--- src/rtl/aes_pkg.sv ---
// Shared definitions for the AES round sequencer.
//   aes_ctrl_state_t : sequencer FSM states
//   aes_nr(k)        : round count for a key width (10 / 12 / 14)
//   AES_RND_W        : width of the round-key index
package aes_pkg;

    localparam int AES_RND_W = 4;

    typedef enum logic [2:0] {
        ST_IDLE,
        ST_LOAD,
        ST_KEYFWD,
        ST_ROUND,
        ST_DONE
    } aes_ctrl_state_t;

    function automatic int aes_nr(input int k);
        return k / 32 + 6;
    endfunction

endpackage

--- src/rtl/aes_rnd_counter.sv ---
// Loadable up/down round counter.
// Ports:
//   clk, reset : core clock, synchronous active-high reset (clears cnt)
//   ld, ld_val : load cnt with ld_val (wins over en)
//   en, up     : step cnt by +1 (up=1) or -1 (up=0)
//   tgt        : value term compares against
//   cnt        : current count (registered)
//   term       : cnt == tgt
module aes_rnd_counter
    import aes_pkg::*;
#(
    parameter int W = AES_RND_W
) (
    input  logic         clk,
    input  logic         reset,
    input  logic         ld,
    input  logic [W-1:0] ld_val,
    input  logic         en,
    input  logic         up,
    input  logic [W-1:0] tgt,
    output logic [W-1:0] cnt,
    output logic         term
);

    always_ff @(posedge clk) begin
        if (reset) begin
            cnt <= '0;
        end else if (ld) begin
            cnt <= ld_val;
        end else if (en) begin
            cnt <= up ? cnt + 1'b1 : cnt - 1'b1;
        end
    end

    assign term = (cnt == tgt);

endmodule

--- src/rtl/aes_round_ctrl.sv ---
// Round sequencer for the iterative AES core. Detects the end of a load
// frame, picks encrypt/decrypt, runs the forward key-expansion pass for
// decrypt, then steps the datapath through every round and raises done.
// Ports:
//   clk, reset   : core clock, synchronous active-high reset
//   load         : frame shifting in; falling edge starts an operation,
//                  rising during a run aborts it
//   dir          : 1 = decrypt (only used when INV = 2)
//   rnd_en       : datapath state update enable
//   key_en       : round-key register update enable
//   key_dir      : 0 = forward key expansion, 1 = inverse
//   inv          : direction of the current operation
//   first / last : initial AddRoundKey-only cycle / final round
//   round        : current round-key index
//   done         : result valid, held until the next frame
//   err          : (AES_ROUND_CTRL_ERR_EN only) set on abort, cleared at
//                  the next operation start
// Parameters: K = 128/192/256 key width, INV = 0 enc / 1 dec / 2 runtime.
// All outputs are registered.
module aes_round_ctrl
    import aes_pkg::*;
#(
    parameter int K   = 256,
    parameter int INV = 2
) (
    input  logic                 clk,
    input  logic                 reset,
    input  logic                 load,
    input  logic                 dir,
    output logic                 rnd_en,
    output logic                 key_en,
    output logic                 key_dir,
    output logic                 inv,
    output logic                 first,
    output logic                 last,
    output logic [AES_RND_W-1:0] round,
    output logic                 done
`ifdef AES_ROUND_CTRL_ERR_EN
    ,
    output logic                 err
`endif
);

    generate
        if (K != 128 && K != 192 && K != 256) begin : g_bad_k
            $error("aes_round_ctrl: K must be 128, 192 or 256");
        end
        if (INV < 0 || INV > 2) begin : g_bad_inv
            $error("aes_round_ctrl: INV must be 0, 1 or 2");
        end
    endgenerate

    localparam logic [AES_RND_W-1:0] NR = AES_RND_W'(aes_nr(K));

    aes_ctrl_state_t state, nstate;

    logic                 start, abort, dec_sel;
    logic                 cnt_ld, cnt_en, cnt_up, cnt_term;
    logic [AES_RND_W-1:0] cnt_ld_val, cnt_tgt, cnt_nxt;
    logic                 inv_d, rnd_en_d, key_en_d, key_dir_d;
    logic                 first_d, last_d, done_d;

    generate
        if (INV == 0) begin : g_enc_only
            assign dec_sel = 1'b0;
        end else if (INV == 1) begin : g_dec_only
            assign dec_sel = 1'b1;
        end else begin : g_dir_sel
            assign dec_sel = dir;
        end
    endgenerate

    assign start = (state == ST_LOAD) && !load;
    assign abort = load && ((state == ST_KEYFWD) || (state == ST_ROUND));

    // KEYFWD stops one short of Nr; ROUND ends at Nr (enc) or 0 (dec).
    assign cnt_tgt = (state == ST_KEYFWD) ? NR - 1'b1 : (inv ? '0 : NR);

    // The counter register is the round output itself.
    aes_rnd_counter #(.W(AES_RND_W)) u_cnt (
        .clk    (clk),
        .reset  (reset),
        .ld     (cnt_ld),
        .ld_val (cnt_ld_val),
        .en     (cnt_en),
        .up     (cnt_up),
        .tgt    (cnt_tgt),
        .cnt    (round),
        .term   (cnt_term)
    );

    // State register plus the registered outputs.
    always_ff @(posedge clk) begin
        if (reset) begin
            state   <= ST_IDLE;
            rnd_en  <= 1'b0;
            key_en  <= 1'b0;
            key_dir <= 1'b0;
            inv     <= 1'b0;
            first   <= 1'b0;
            last    <= 1'b0;
            done    <= 1'b0;
        end else begin
            state   <= nstate;
            rnd_en  <= rnd_en_d;
            key_en  <= key_en_d;
            key_dir <= key_dir_d;
            inv     <= inv_d;
            first   <= first_d;
            last    <= last_d;
            done    <= done_d;
        end
    end

    // Next-state logic.
    always_comb begin
        nstate = state;
        case (state)
            ST_IDLE:   if (load) nstate = ST_LOAD;
            ST_LOAD:   if (!load) nstate = dec_sel ? ST_KEYFWD : ST_ROUND;
            ST_KEYFWD: if (abort) nstate = ST_LOAD;
                       else if (cnt_term) nstate = ST_ROUND;
            ST_ROUND:  if (abort) nstate = ST_LOAD;
                       else if (cnt_term) nstate = ST_DONE;
            ST_DONE:   if (load) nstate = ST_LOAD;
            default:   nstate = ST_IDLE;
        endcase
    end

    // Counter control and next values of the registered outputs. Outputs
    // are derived from the state being entered so they line up with it.
    always_comb begin
        cnt_ld     = 1'b0;
        cnt_ld_val = '0;
        cnt_en     = 1'b0;
        cnt_up     = 1'b1;
        inv_d      = inv;
        if (nstate == ST_LOAD) begin
            // Any entry into LOAD (abort or new frame) clears the index.
            cnt_ld = 1'b1;
        end else if (start) begin
            cnt_ld = 1'b1;
            inv_d  = dec_sel;
        end else if (state == ST_KEYFWD) begin
            if (cnt_term) begin
                // Expansion complete: decrypt rounds start from key Nr.
                cnt_ld     = 1'b1;
                cnt_ld_val = NR;
            end else begin
                cnt_en = 1'b1;
            end
        end else if ((state == ST_ROUND) && !cnt_term) begin
            cnt_en = 1'b1;
            cnt_up = !inv;
        end

        if (cnt_ld) begin
            cnt_nxt = cnt_ld_val;
        end else if (cnt_en) begin
            cnt_nxt = cnt_up ? round + 1'b1 : round - 1'b1;
        end else begin
            cnt_nxt = round;
        end

        rnd_en_d  = (nstate == ST_ROUND);
        key_en_d  = rnd_en_d || (nstate == ST_KEYFWD);
        key_dir_d = rnd_en_d && inv_d;
        first_d   = rnd_en_d && (state != ST_ROUND);
        last_d    = rnd_en_d && (cnt_nxt == (inv_d ? '0 : NR));
        done_d    = (nstate == ST_DONE);
    end

`ifdef AES_ROUND_CTRL_ERR_EN
    always_ff @(posedge clk) begin
        if (reset) begin
            err <= 1'b0;
        end else if (abort) begin
            err <= 1'b1;
        end else if (start) begin
            err <= 1'b0;
        end
    end
`endif

    // The index must stay within 0..Nr.
    a_rnd_max: assert property (@(posedge clk) disable iff (reset) round <= NR);
    a_no_up_wrap: assert property (@(posedge clk) disable iff (reset)
        !(cnt_en && cnt_up && (round == NR)));
    a_no_dn_wrap: assert property (@(posedge clk) disable iff (reset)
        !(cnt_en && !cnt_up && (round == '0)));

endmodule

--- config.mk ---
export PLATFORM = sky130hd
export DESIGN_NAME = aes_round_ctrl
export DESIGN_NICKNAME = d
export VERILOG_FILES = /design/src/rtl/aes_pkg.sv /design/src/rtl/aes_rnd_counter.sv /design/src/rtl/aes_round_ctrl.sv
export SDC_FILE = /design/constraint.sdc
export NUM_CORES = 1
export LEC_CHECK = 0
export CORE_AREA = 2 2 47 49
export CTS_CLUSTER_SIZE = 20
export DETAILED_ROUTE_END_ITERATION = 16
export DIE_AREA = 0 0 49 51
export GPL_ROUTABILITY_DRIVEN = 0
export GPL_TIMING_DRIVEN = 0
export PLACE_DENSITY = 0.73
export SLEW_MARGIN = 30
export SYNTH_ARGS = -nofsm -noshare
export SYNTH_HDL_FRONTEND = slang
export SYNTH_SLANG_ARGS = --single-unit
export TNS_END_PERCENT = 20
--- constraint.sdc ---
create_clock -name clk -period 4.1 [get_ports clk]
set_input_delay 0.41 -clock clk [delete_from_list [all_inputs] [get_ports clk]]
set_output_delay 0.41 -clock clk [all_outputs]
set_load 0.05 [all_outputs]
Word level (Yosys, flattened, before mapping)
Index checks and enable logic that the tools add are counted.
W data, S select, Z words.
{"block": "totals", "word_cells": 68, "register_bits": 14}
{"block": "classes", "reduce_logical": 13, "addsub": 2, "eq_ne": 11, "mux": 33}
{"operator": "$mux W4", "count": 10}
{"operator": "$mux W3", "count": 6}
{"operator": "$mux W1", "count": 16}
{"operator": "$eq A3 B2 Y1 const B", "count": 4}
{"operator": "$pmux W3 S4", "count": 1}
{"operator": "$eq A4 B4 Y1", "count": 2}
{"operator": "$eq A3 B1 Y1 const B", "count": 2}
{"operator": "$eq A3 B3 Y1 const B", "count": 2}
{"operator": "$logic_and A1 B1 Y1", "count": 6}
{"operator": "$add A4 B1 Y4 const B", "count": 1}
{"operator": "$sub A4 B1 Y4 const B", "count": 1}
{"operator": "$logic_not A1 Y1", "count": 3}
{"operator": "$logic_not A3 Y1", "count": 1}
{"operator": "$ne A3 B2 Y1 const B", "count": 1}
{"operator": "$logic_or A1 B1 Y1", "count": 2}
{"operator": "$reduce_or A2 Y1", "count": 1}

Longest topological paths before layout
Gate-level depths: netlist of run 1.
{"block": "depth", "word_depth": 14, "depth_mapped": 15, "ltp_nobuf": 14}

Hierarchy
A second synthesis of run 1 with hierarchy kept.
{"block": "hier_totals", "cells_unflattened": 121, "area_unflattened_um2": 1092.3}
{"module": "aes_round_ctrl", "instances": 1, "cells_per_inst": 86, "area_each_um2": 757.0}
{"module": "aes_rnd_counter", "instances": 1, "cells_per_inst": 35, "area_each_um2": 335.3}

Worst setup path after synthesis of run 1
OpenSTA, ideal clock, no wires.
{"block": "synth_timing", "path_kind": "reg2reg", "startpoint": "reg u_cnt.cnt[2]", "endpoint": "reg last", "required_time_ns": 4.027, "path_buffers": 0, "stages_incl_launch_ff": 15, "arrival_ns": 3.388, "setup_ns": 0.073, "setup_slack_ns": 0.639, "path_cell_list": "dfxtp_1 nor4b_1 mux2i_1 o21ai_4 nor3_1 nand3_1 inv_1 ha_1 a21o_1 a21oi_1 xnor2_1 or4_1 a21o_1 mux2_4 nor3_2"}
{"block": "synth_via", "elab_chain_len": 12, "elab_cells_between_ends": 36}
{"element": "start, declared", "line_no": "aes_rnd_counter.sv:21", "source": "output logic [W-1:0] cnt,"}
{"element": "start signal, assigned", "line_no": "aes_rnd_counter.sv:29", "source": "cnt <= ld_val;"}
{"element": "start signal, assigned", "line_no": "aes_rnd_counter.sv:31", "source": "cnt <= up ? cnt + 1'b1 : cnt - 1'b1;"}
{"element": "parallel branches: the longest is 11 deep, another holds $eq A4 B4 Y1"}
{"element": "$logic_and A1 B1 Y1 (*)", "line_no": "aes_round_ctrl.sv:169", "source": "last_d = rnd_en_d && (cnt_nxt == (inv_d ? '0 : NR));"}
{"element": "end signal, assigned", "line_no": "aes_round_ctrl.sv:110", "source": "last <= last_d;"}
{"element": "end, declared", "line_no": "aes_round_ctrl.sv:35", "source": "output logic last,"}
Every way passes the cells marked *.
A chain may end at the register's enable or synchronous reset.

Final worst setup path of run 1
{"block": "layout_timing", "startpoint": "reg state[2]", "endpoint": "reg last"}
{"block": "layout_via", "elab_chain_len": 14, "elab_cells_between_ends": 47}
{"element": "start, declared", "line_no": "aes_round_ctrl.sv:55", "source": "aes_ctrl_state_t state, nstate;"}
{"element": "start signal, assigned", "line_no": "aes_round_ctrl.sv:104", "source": "state <= nstate;"}
{"element": "parallel branches: the longest is 13 deep, another holds $mux W4"}
{"element": "$logic_and A1 B1 Y1 (*)", "line_no": "aes_round_ctrl.sv:169"}
Marked as above.

==> flow_summary.json, run 1 <==
{
  "synthToLayoutAreaGrowth_pct": 24.3,
  "max_freq_mhz": 276,
  "cts.clk_slew.worst_paths_ns": 0.08,
  "power_density_nw_per_um2": 259,
  "skew_ns": 0.00155,
  "firstDrtPassIters": 4,
  "synth_edf_count": 0,
  "via_per_inst": 5.31,
  "async_flop_share_pct": 0,
  "grt_pass1_vias": 685,
  "wl_per_cell_um": 12.0,
  "p_leak_uw": 0.000403,
  "synth_top_cell_by_area": "dfxtp_1",
  "maxCapViolations": 0,
  "p_int_uw": 205,
  "clkSinkCount": 14,
  "ir_worst_vdd_mv": 0.247,
  "outcome": "finished, final reports clean",
  "root_buffer": "clkbuf_4",
  "cts_buffer_depth": 2,
  "final.period_utilization_pct": 88.4,
  "r2r-start": "state[2]",
  "min_from": "reset",
  "relSlewSlack_pct": 66.8,
  "use_met2_pct": 28.1,
  "avgSynthCellArea_um2": 8.40,
  "final_util_pct": 51.1,
  "start_kind": "flop",
  "ys_seq_area_share_pct": 33.0,
  "start_util_pct": 41.1,
  "postRouteAntennaNets": 0,
  "overflow": 0,
  "grt_use_met3_pct": 4.39,
  "p_seq_share_pct": 51.2,
  "yosysWarnings": 0,
  "drt-total-wl_mm": 1.76,
  "drive_above_1_share_pct": 11.0,
  "yosys-top-cells-area": "dfxtp_1 (33%), nor2_1 (4.4%), nand2_1 (4.0%)",
  "yosysMostFrequentCell": "dfxtp_1",
  "hp-class": "input port to flop",
  "placedCellCount": 142,
  "synth_cell_types": 39,
  "post-cts-setup-buffers": 0,
  "period_needed_ns": 3.62,
  "instances_no_fill": 146,
  "postSynthCellCount": 101,
  "end_kind": "flop",
  "critPathRequiredTime_ns": 4.32,
  "ios": 15,
  "grt_pass1_wl_mm": 2.99,
  "synthFlopType": "dfxtp_1",
  "cts_buffers": 3,
  "critPathLaunch": "state[2]",
  "path_max_fanout": 9,
  "setup_viol": 0,
  "syn_nets": 108,
  "clockPowerShare_pct": 36.5,
  "final_max_slew_viol_count": 0,
  "swShare_pct": 25.2,
  "dp_hpwl_mm": 1.39,
  "cts_tree": "done",
  "worst_pin_slew_ns": 0.496,
  "vias": 775,
  "clock_latency_ns": 0.28,
  "antenna_found_initial": 0,
  "die_w_um": 49,
  "design.core.area_um2": 2060,
  "ys_seq_elements": 14,
  "n_fill_cell": 210,
  "final_nets": 126,
  "htreeDepth": 1,
  "synth_top_area_share_pct": 33.0,
  "die_h_um": 51,
  "first_iter_violations": 7,
  "ys_top_cells_by_count": "dfxtp_1 (14), nor2_1 (10), nand2_1 (9), inv_1 (6), nor3_1 (6)",
  "share_comb_of_total_power_pct": 12.2,
  "switchingPower_uw": 68.9,
  "syn-cell-area_um2": 848,
  "port_buffers": 13,
  "post-route-drc-count": 0,
  "grt_max_degree": 11,
  "critPathKind": "flop to flop",
  "num_rows": 17,
  "dieArea_um2": 2500,
  "antenna_cells": 0,
  "arrival_ns": 3.84,
  "met1_usage_pct": 18.0,
  "grt_busiest_layer": "met2",
  "multi_input_area_um2": 524,
  "rsz0062_at_grt": "no",
  "seq_area_um2": 280,
  "grt_usage_pct": 15.7,
  "fin_setup_tns_ns": 0,
  "finalHoldViolCount": 0,
  "holdWs_ns": 0.495
}
[registers in the layout (all words and copies together), names as in the netlist]
name and flops:
u_cnt.cnt 4, state 3, done 1, first 1, inv 1, key_dir 1
key_en 1, last 1, rnd_en 1
[per-stage QoR]
| step | area (µm²) | total power, µW | setup slack (ns) |
|---|---|---|---|
| CTS | 1050 | 275 | 0.301 |
| finish | 1050 | 273 | 0.476 |
| floorplan | 848 | 167 | 0.639 |
| global route | 1050 | 285 | 0.187 |
| detailed placement | 1010 | 176 | 0.334 |
| global placement | 1010 | 176 | 0.388 |
[worst paths after layout]
path | end | slack [ns] | depth (start not counted)
setup / recovery | last | 0.48 | 15
hold / removal | u_cnt.cnt[3] | 0.49 | 2
setup reg to reg | last | 0.48 | 15
hold reg to reg | state[0] | 0.57 | 2
[worst max-delay path, stage by stage, from the launching register on]
cell and delay (ns):
dfxtp_1 0.31, buf_6 0.13, nor3b_4 0.27, mux2i_1 0.37, o21ai_4 0.14, nor3_2 0.26
nand3_1 0.18, inv_1 0.12, ha_1 0.23, a21o_1 0.17, a21oi_1 0.20, xnor2_1 0.10
or4_1 0.41, a21o_1 0.22, mux2_4 0.30, nor3_2 0.14
[final cells by class]
class | instances | share of cell area (%)
tap | 28 | 3.32
sequential | 14 | 26.6
buffer | 5 | 2.49
multi-input combinational | 76 | 49.7
timing repair buffer | 13 | 12.3
clock buffer | 4 | 3.44
inverter | 6 | 2.14
[layout by cell type, fill, tap and decap left out, types with 2 or more instances in the layout]
cell type and instances:
a31oi_1 2, o21bai_1 2, o21ai_0 4, nor3_2 2
a21oi_1 5, ha_1 2, nor2b_1 2, dfxtp_1 14
inv_1 6, mux2i_1 3, nor2_1 10, clkbuf_4 3
nor3_1 5, nand3_1 4, a211oi_1 2, a21o_1 2
clkdlybuf4s50_1 13, o211ai_1 2, nand2_1 9, xnor2_1 2
clkbuf_1 3
[power groups by stage]
| stage | logic, µW | clock network, µW | registers [µW] |
|---|---|---|---|
| 2_1_floorplan | 20.3 | 0 | 147 |
| 3_3_place_gp | 32.5 | 0 | 143 |
| 3_5_place_dp | 33.0 | 0 | 143 |
| 4_1_cts | 33.1 | 102 | 140 |
| 5_1_grt | 36.5 | 108 | 140 |
| 6_report | 33.5 | 99.9 | 140 |
[per-layer routing]
| metal | up-vias | share of wire, % | wire [µm] |
|---|---|---|---|
| li1 | 390 | - | - |
| met1 | 373 | 45 | 796 |
| met2 | 8 | 50 | 884 |
| met3 | 4 | 3.2 | 56 |
| met4 | 0 | 1.2 | 21 |
| met5 | - | 0 | 0 |
[cells by family (layout without fill, tap and decap cells)]
kind of cell / Yosys count / in the layout / synth area share [%]
and+or+nand+nor: 42 / 42 / 27.7
DFF: 14 / 14 / 33.0
muxes: 4 / 4 / 5.31
adders and majority gates: 3 / 3 / 5.31
AOI/OAI and AO/OA: 24 / 24 / 19.8
xor gates and xnor gates: 3 / 3 / 3.10
buffers and inverters: 11 / 28 / 5.75
[what timing repair did]
item                       CTS  global route
hold buffers                 0             0
gates resized for setup      0             1
hold endpoints to repair     0             0
setup endpoints to repair    0             1
(Power assumes the default switching activity.)
==> run 2: changes to the inputs <==
SLEW_MARGIN = 20   (was 30)
==> results of run 2 <==
Final layout, timing and power as in run 1 (identical DEF).
==> run 3: changes to the inputs <==
CORE_AREA = 2 2 54 43   (was 2 2 47 49)
DIE_AREA = 0 0 56 45   (was 0 0 49 51)
SLEW_MARGIN = 5   (was 20)
clock period = 3.52 ns   (was 4.1 ns; I/O delays follow)
==> flow_summary.json, run 3 (synthesized netlist as in run 1, its figures left out) <==
{
  "die_h_um": 45,
  "path_max_fanout": 9,
  "setup_viol": 0,
  "dieArea_um2": 2520,
  "final.period_utilization_pct": 96.7,
  "grt_max_degree": 11,
  "antenna_cells": 0,
  "finalHoldViolCount": 0,
  "postRouteAntennaNets": 0,
  "final_nets": 132,
  "vias": 834,
  "skew_ns": 0.0100,
  "p_leak_uw": 0.000436,
  "placedCellCount": 138,
  "htreeDepth": 1,
  "cts_buffers": 3,
  "relSlewSlack_pct": 66.8,
  "post-route-drc-count": 0,
  "cts_buffer_depth": 2,
  "r2r_setup_slack_ns": 0.12,
  "top_regs": "u_cnt.cnt: 4 flops, state: 3 flops",
  "grt_pass1_wl_mm": 3.30,
  "power_density_nw_per_um2": 289,
  "grt_usage_pct": 17.4,
  "overflow": 0,
  "maxCapViolations": 0,
  "synthToLayoutAreaGrowth_pct": 32.0,
  "critPathRequiredTime_ns": 3.75,
  "first_iter_violations": 18,
  "ios": 15,
  "root_buffer": "clkbuf_4",
  "arrival_ns": 3.63,
  "final_cell_mix": "dfxtp_1 (14), clkdlybuf4s50_1 (13), nor2_1 (10)",
  "drt-total-wl_mm": 2.05,
  "cts.clk_slew.worst_paths_ns": 0.09,
  "period_needed_ns": 3.40,
  "critPathKind": "flop to flop",
  "clock_latency_ns": 0.29,
  "ir_worst_vdd_mv": 0.224,
  "design.core.area_um2": 1960,
  "cts_tree": "done",
  "largest-register": "u_cnt.cnt",
  "n_fill_cell": 175,
  "seq_area_um2": 280,
  "num_rows": 14,
  "max_freq_mhz": 294,
  "instances_no_fill": 148,
  "hp-class": "input port to flop",
  "holdWs_ns": 0.453,
  "wl_per_cell_um": 13.8,
  "dp_hpwl_mm": 1.40,
  "drive_above_1_share_pct": 19.4,
  "largest_reg_flops": 4,
  "grt_pass1_vias": 712,
  "start_kind": "flop",
  "outcome": "finished, final reports clean",
  "final_max_slew_viol_count": 0,
  "multi_input_area_um2": 549,
  "worst_pin_slew_ns": 0.497,
  "antenna_found_initial": 0,
  "port_buffers": 13,
  "die_w_um": 56,
  "via_per_inst": 5.64,
  "layout_commonest_cell": "dfxtp_1",
  "firstDrtPassIters": 4,
  "clkSinkCount": 14,
  "end_kind": "flop",
  "start_util_pct": 43.2
}
-- run 3: area by class of cell --
class / count / area share [%]
Buffer: 5 / 2.35
Clock buffer: 4 / 3.24
Inverter: 6 / 2.01
Multi-Input combinational cell: 76 / 49.1
Sequential cell: 14 / 25.0
Tap cell: 24 / 2.68
Timing Repair Buffer: 19 / 15.6
-- run 3: per-layer routing --
| metal | vias up | GRT usage, % | wire length [µm] |
|---|---|---|---|
| li1 | 408 | - | - |
| met1 | 395 | 22.7 | 956 |
| met2 | 26 | 28.2 | 944 |
| met3 | 5 | 5.16 | 117 |
| met4 | 0 | 5.71 | 29 |
| met5 | - | 0 | 0 |
-- run 3: per-stage QoR --
step                      utilization [%]  instance area, µm²  worst slack, ns  total power (µW)  TNS [ns]
after floorplan                         -                 848           0.0592               195         0
after global placement               51.4                1010           -0.156               205    -0.156
after detailed placement             51.4                1010           -0.231               205    -0.231
after CTS                            54.0                1060          0.00902               325         0
after global routing                 57.1                1120          -0.0315               339   -0.0315
final                                57.1                1120            0.116               324         0
-- run 3: report_power, final --
group	switching, µW	internal, µW
combinational	26.2	16.7
sequential	2.86	161
clock	54.6	63.1
-- run 3: worst paths after layout --
| kind | from | to | cells after the start |
|---|---|---|---|
| worst max-delay path | state[2] | last | 15 |
| worst min-delay path | reset | inv | 2 |
| worst max register to register | state[2] | last | 15 |
| worst min register to register | state[2] | state[0] | 2 |
-- run 3: repair_timing --
item | in CTS | in global routing
cloned | 0 | 0
hold buffers | 0 | 0
gates resized for setup | 3 | 4
endpoints found under the setup margin | 1 | 1
setup buffers | 0 | 6
pin swaps | 1 | 4
-- run 3: critical path, stage by stage (launching register included) --
cell     delay [ns]
dfxtp_1        0.31
buf_6          0.13
nor3b_4        0.27
mux2i_2        0.36
o21ai_4        0.12
nor3_4         0.20
nand3_2        0.12
inv_2          0.09
ha_1           0.23
a21o_1         0.20
a21oi_2        0.16
xnor2_1        0.10
or4_1          0.40
a21o_1         0.21
mux2_4         0.31
nor3_2         0.14
==> RTL change (config.mk and constraints of run 2) <==
Add a define of `AES_ROUND_CTRL_ERR_EN`.
--- a/src/rtl/aes_round_ctrl.sv
+++ b/src/rtl/aes_round_ctrl.sv
@@ -19,2 +19,4 @@
 // All outputs are registered.
+`define AES_ROUND_CTRL_ERR_EN
+
 module aes_round_ctrl
Behaviour (old outputs only; new: err): unchanged (equiv_simple and equiv_induct, registers matched by name and starting in step).
==> RTL change against run 2 <==
Clock skew increased by 0.0048 ns; critical path depth decreased by 1; wire length increased by 16%; setup slack improved by 0.21 ns; cell area increased by 8.2%; sequential cell count increased by 1; count of clock-buffer cells in the layout decreased by 1; total power increased by 1.4%; cell count increased by 2.1%; via count increased by 11%; synthesized area increased by 12%; critical path type unchanged; largest cell class unchanged; highest routed layer unchanged.
==> RTL change: results (changes against run 2) <==
layout cells sized above 1=0.140 (+0.0303); top cells by area, synth=dfxtp_1 (32%), a211oi_1 (3.2%), a2111oi_4 (2.9%); grt met2 use=0.317 (+0.0365); worst slew pin tran=0.630 ns (+0.134 ns); largest net degree at the start of global routing=11 (unchanged); Worst Min Path Start=err; most common library cells after synthesis=dfxtp_1 (15), inv_1 (7), nor2_1 (6); hold path depth=2 (unchanged); crit path max fanout=10 (+1); multiplexer share of the synthesized area=0.0264 (-0.0267); crit path DAT=3.62 ns (-0.22 ns); Ant. Diodes=0 (unchanged); worst skew pair latency=0.29 ns; vias in the first global route=824 (+20%); Global Route met1 Usage=0.219 (+0.0390); critical path's slowest cell=or3b_4; CTS max path bufs=2 (unchanged); initial antenna violation count=0 (unchanged); slowest stage delay, CP=0.38 ns (-0.03 ns); Worst R2R Start=state[2]; WHS Endpoint=err; Final Skew=0.00634 ns (+0.00479 ns); 1st-pass router iterations=6 (+2); CP top delay family=compound AO/OA/AOI/OAI gates; worst hold-check path type=reg2reg; Avg WL per Cell=13.7 um (+13%); first-pass GRT wire length=3.53 mm (+18%); global-route total usage across every layer=0.184 (+0.0268); Static Leak=0.000422 uW (+4.8%); post-CTS resize count=0 (unchanged); maximum vdd ir drop=0.000146 V (-41%); Adder-Cell Fraction of Synth Area=0.0475 (-0.00560); status=complete, no violations; grt met3 use=0.0292 (-0.0146); port bufs=13 (unchanged); drt total wl=2.04 mm (+16%); HPWL Detailed=1.48 mm (+5.9%); Initial DRC Count=11 (+4); Reg-to-Reg End=last; Syn Inst Count=104 (+3.0%); register clock-pin slew on the reported worst setup and hold paths=0.10 ns (+0.02 ns); Post-synth ARST share=0 (unchanged); CTS Buf Count=3 (unchanged); Nets=129 (+2.4%); reg2reg path depth=14 (-1); post-synthesis sequential area ratio=0.317 (-0.0138); Synthesized Nets=111 (+2.8%); reg2reg setup slack=0.68 ns (+0.21 ns); xor and xnor fraction of the mapped netlist area=0.0369 (+0.00597); root buffer cell=clkbuf_4; Netlist cell types=45 (+15%); via count=863 (+11%); post-CTS setup buffers=0 (unchanged); # H-tree levels=1 (unchanged); Synth Area in Compound Gates=0.265 (+0.0675)
[RTL change: power breakdown]
group | switching [uW] | internal [uW] | leakage, uW | total [uW]
Sequential | 2.00 | 148 | 0.000121 | 150
Clock | 50.3 | 36.3 | 0.0000177 | 86.6
Combinational | 24.7 | 15.8 | 0.000283 | 40.5
[RTL change: how the worst max path moves through the flow]
stage / start / endpoint / slack, ns
2_1_floorplan: inv / last / 0.75
3_3_place_gp: load / last / 0.71
3_5_place_dp: load / last / 0.65
4_1_cts: state[2] / last / 0.72
5_1_grt: state[1] / last / 0.43
6_report: state[2] / last / 0.68
[RTL change: worst register-to-register path, stage by stage (launching register included)]
cell      delay (ns)
dfxtp_1         0.30
buf_2           0.16
or3b_4          0.38
buf_6           0.14
a31oi_1         0.37
o21a_1          0.30
nand3_1         0.15
inv_1           0.11
ha_1            0.23
a21o_1          0.18
a21oi_1         0.17
xor2_1          0.21
a21boi_0        0.17
o211ai_1        0.24
a2bb2o_4        0.22
[RTL change: kinds of logic (layout without fill, tap and decap cells)]
logic type | after synthesis | count (layout)
AND/OR/NAND/NOR | 35 | 35
AO/OA/AOI/OAI | 31 | 31
flip-flops | 15 | 15
buffers and inverters | 14 | 31
XOR/XNOR | 4 | 4
adder cells (fa/ha/maj) | 3 | 3
multiplexers | 2 | 2
[RTL change: metrics by stage]
step	total power, uW	hold WS, ns	area [sq um]	setup slack [ns]
after global placement	193	0.458	1110	0.715
final	277	0.472	1140	0.682
after global routing	287	0.526	1140	0.432
after floorplan	184	0.517	948	0.747
after detailed placement	193	0.461	1110	0.650
after CTS	278	0.476	1140	0.722
[RTL change: final cells by class]
cell class	instances	area, sq um
fillers	207	922
multi-input cells	75	578
flip-flops and latches	15	300
repair buffers	13	130
plain buffers	7	43.8
well taps	28	35.0
inverters	7	26.3
clock buffers	3	22.5
clock inverters	1	5.00
[RTL change: metal layers]
layer  part of all wire  vias up
met4              0.019        0
met3              0.053        5
li1                   -      419
met5                  0        -
met1               0.45      409
met2               0.48       30
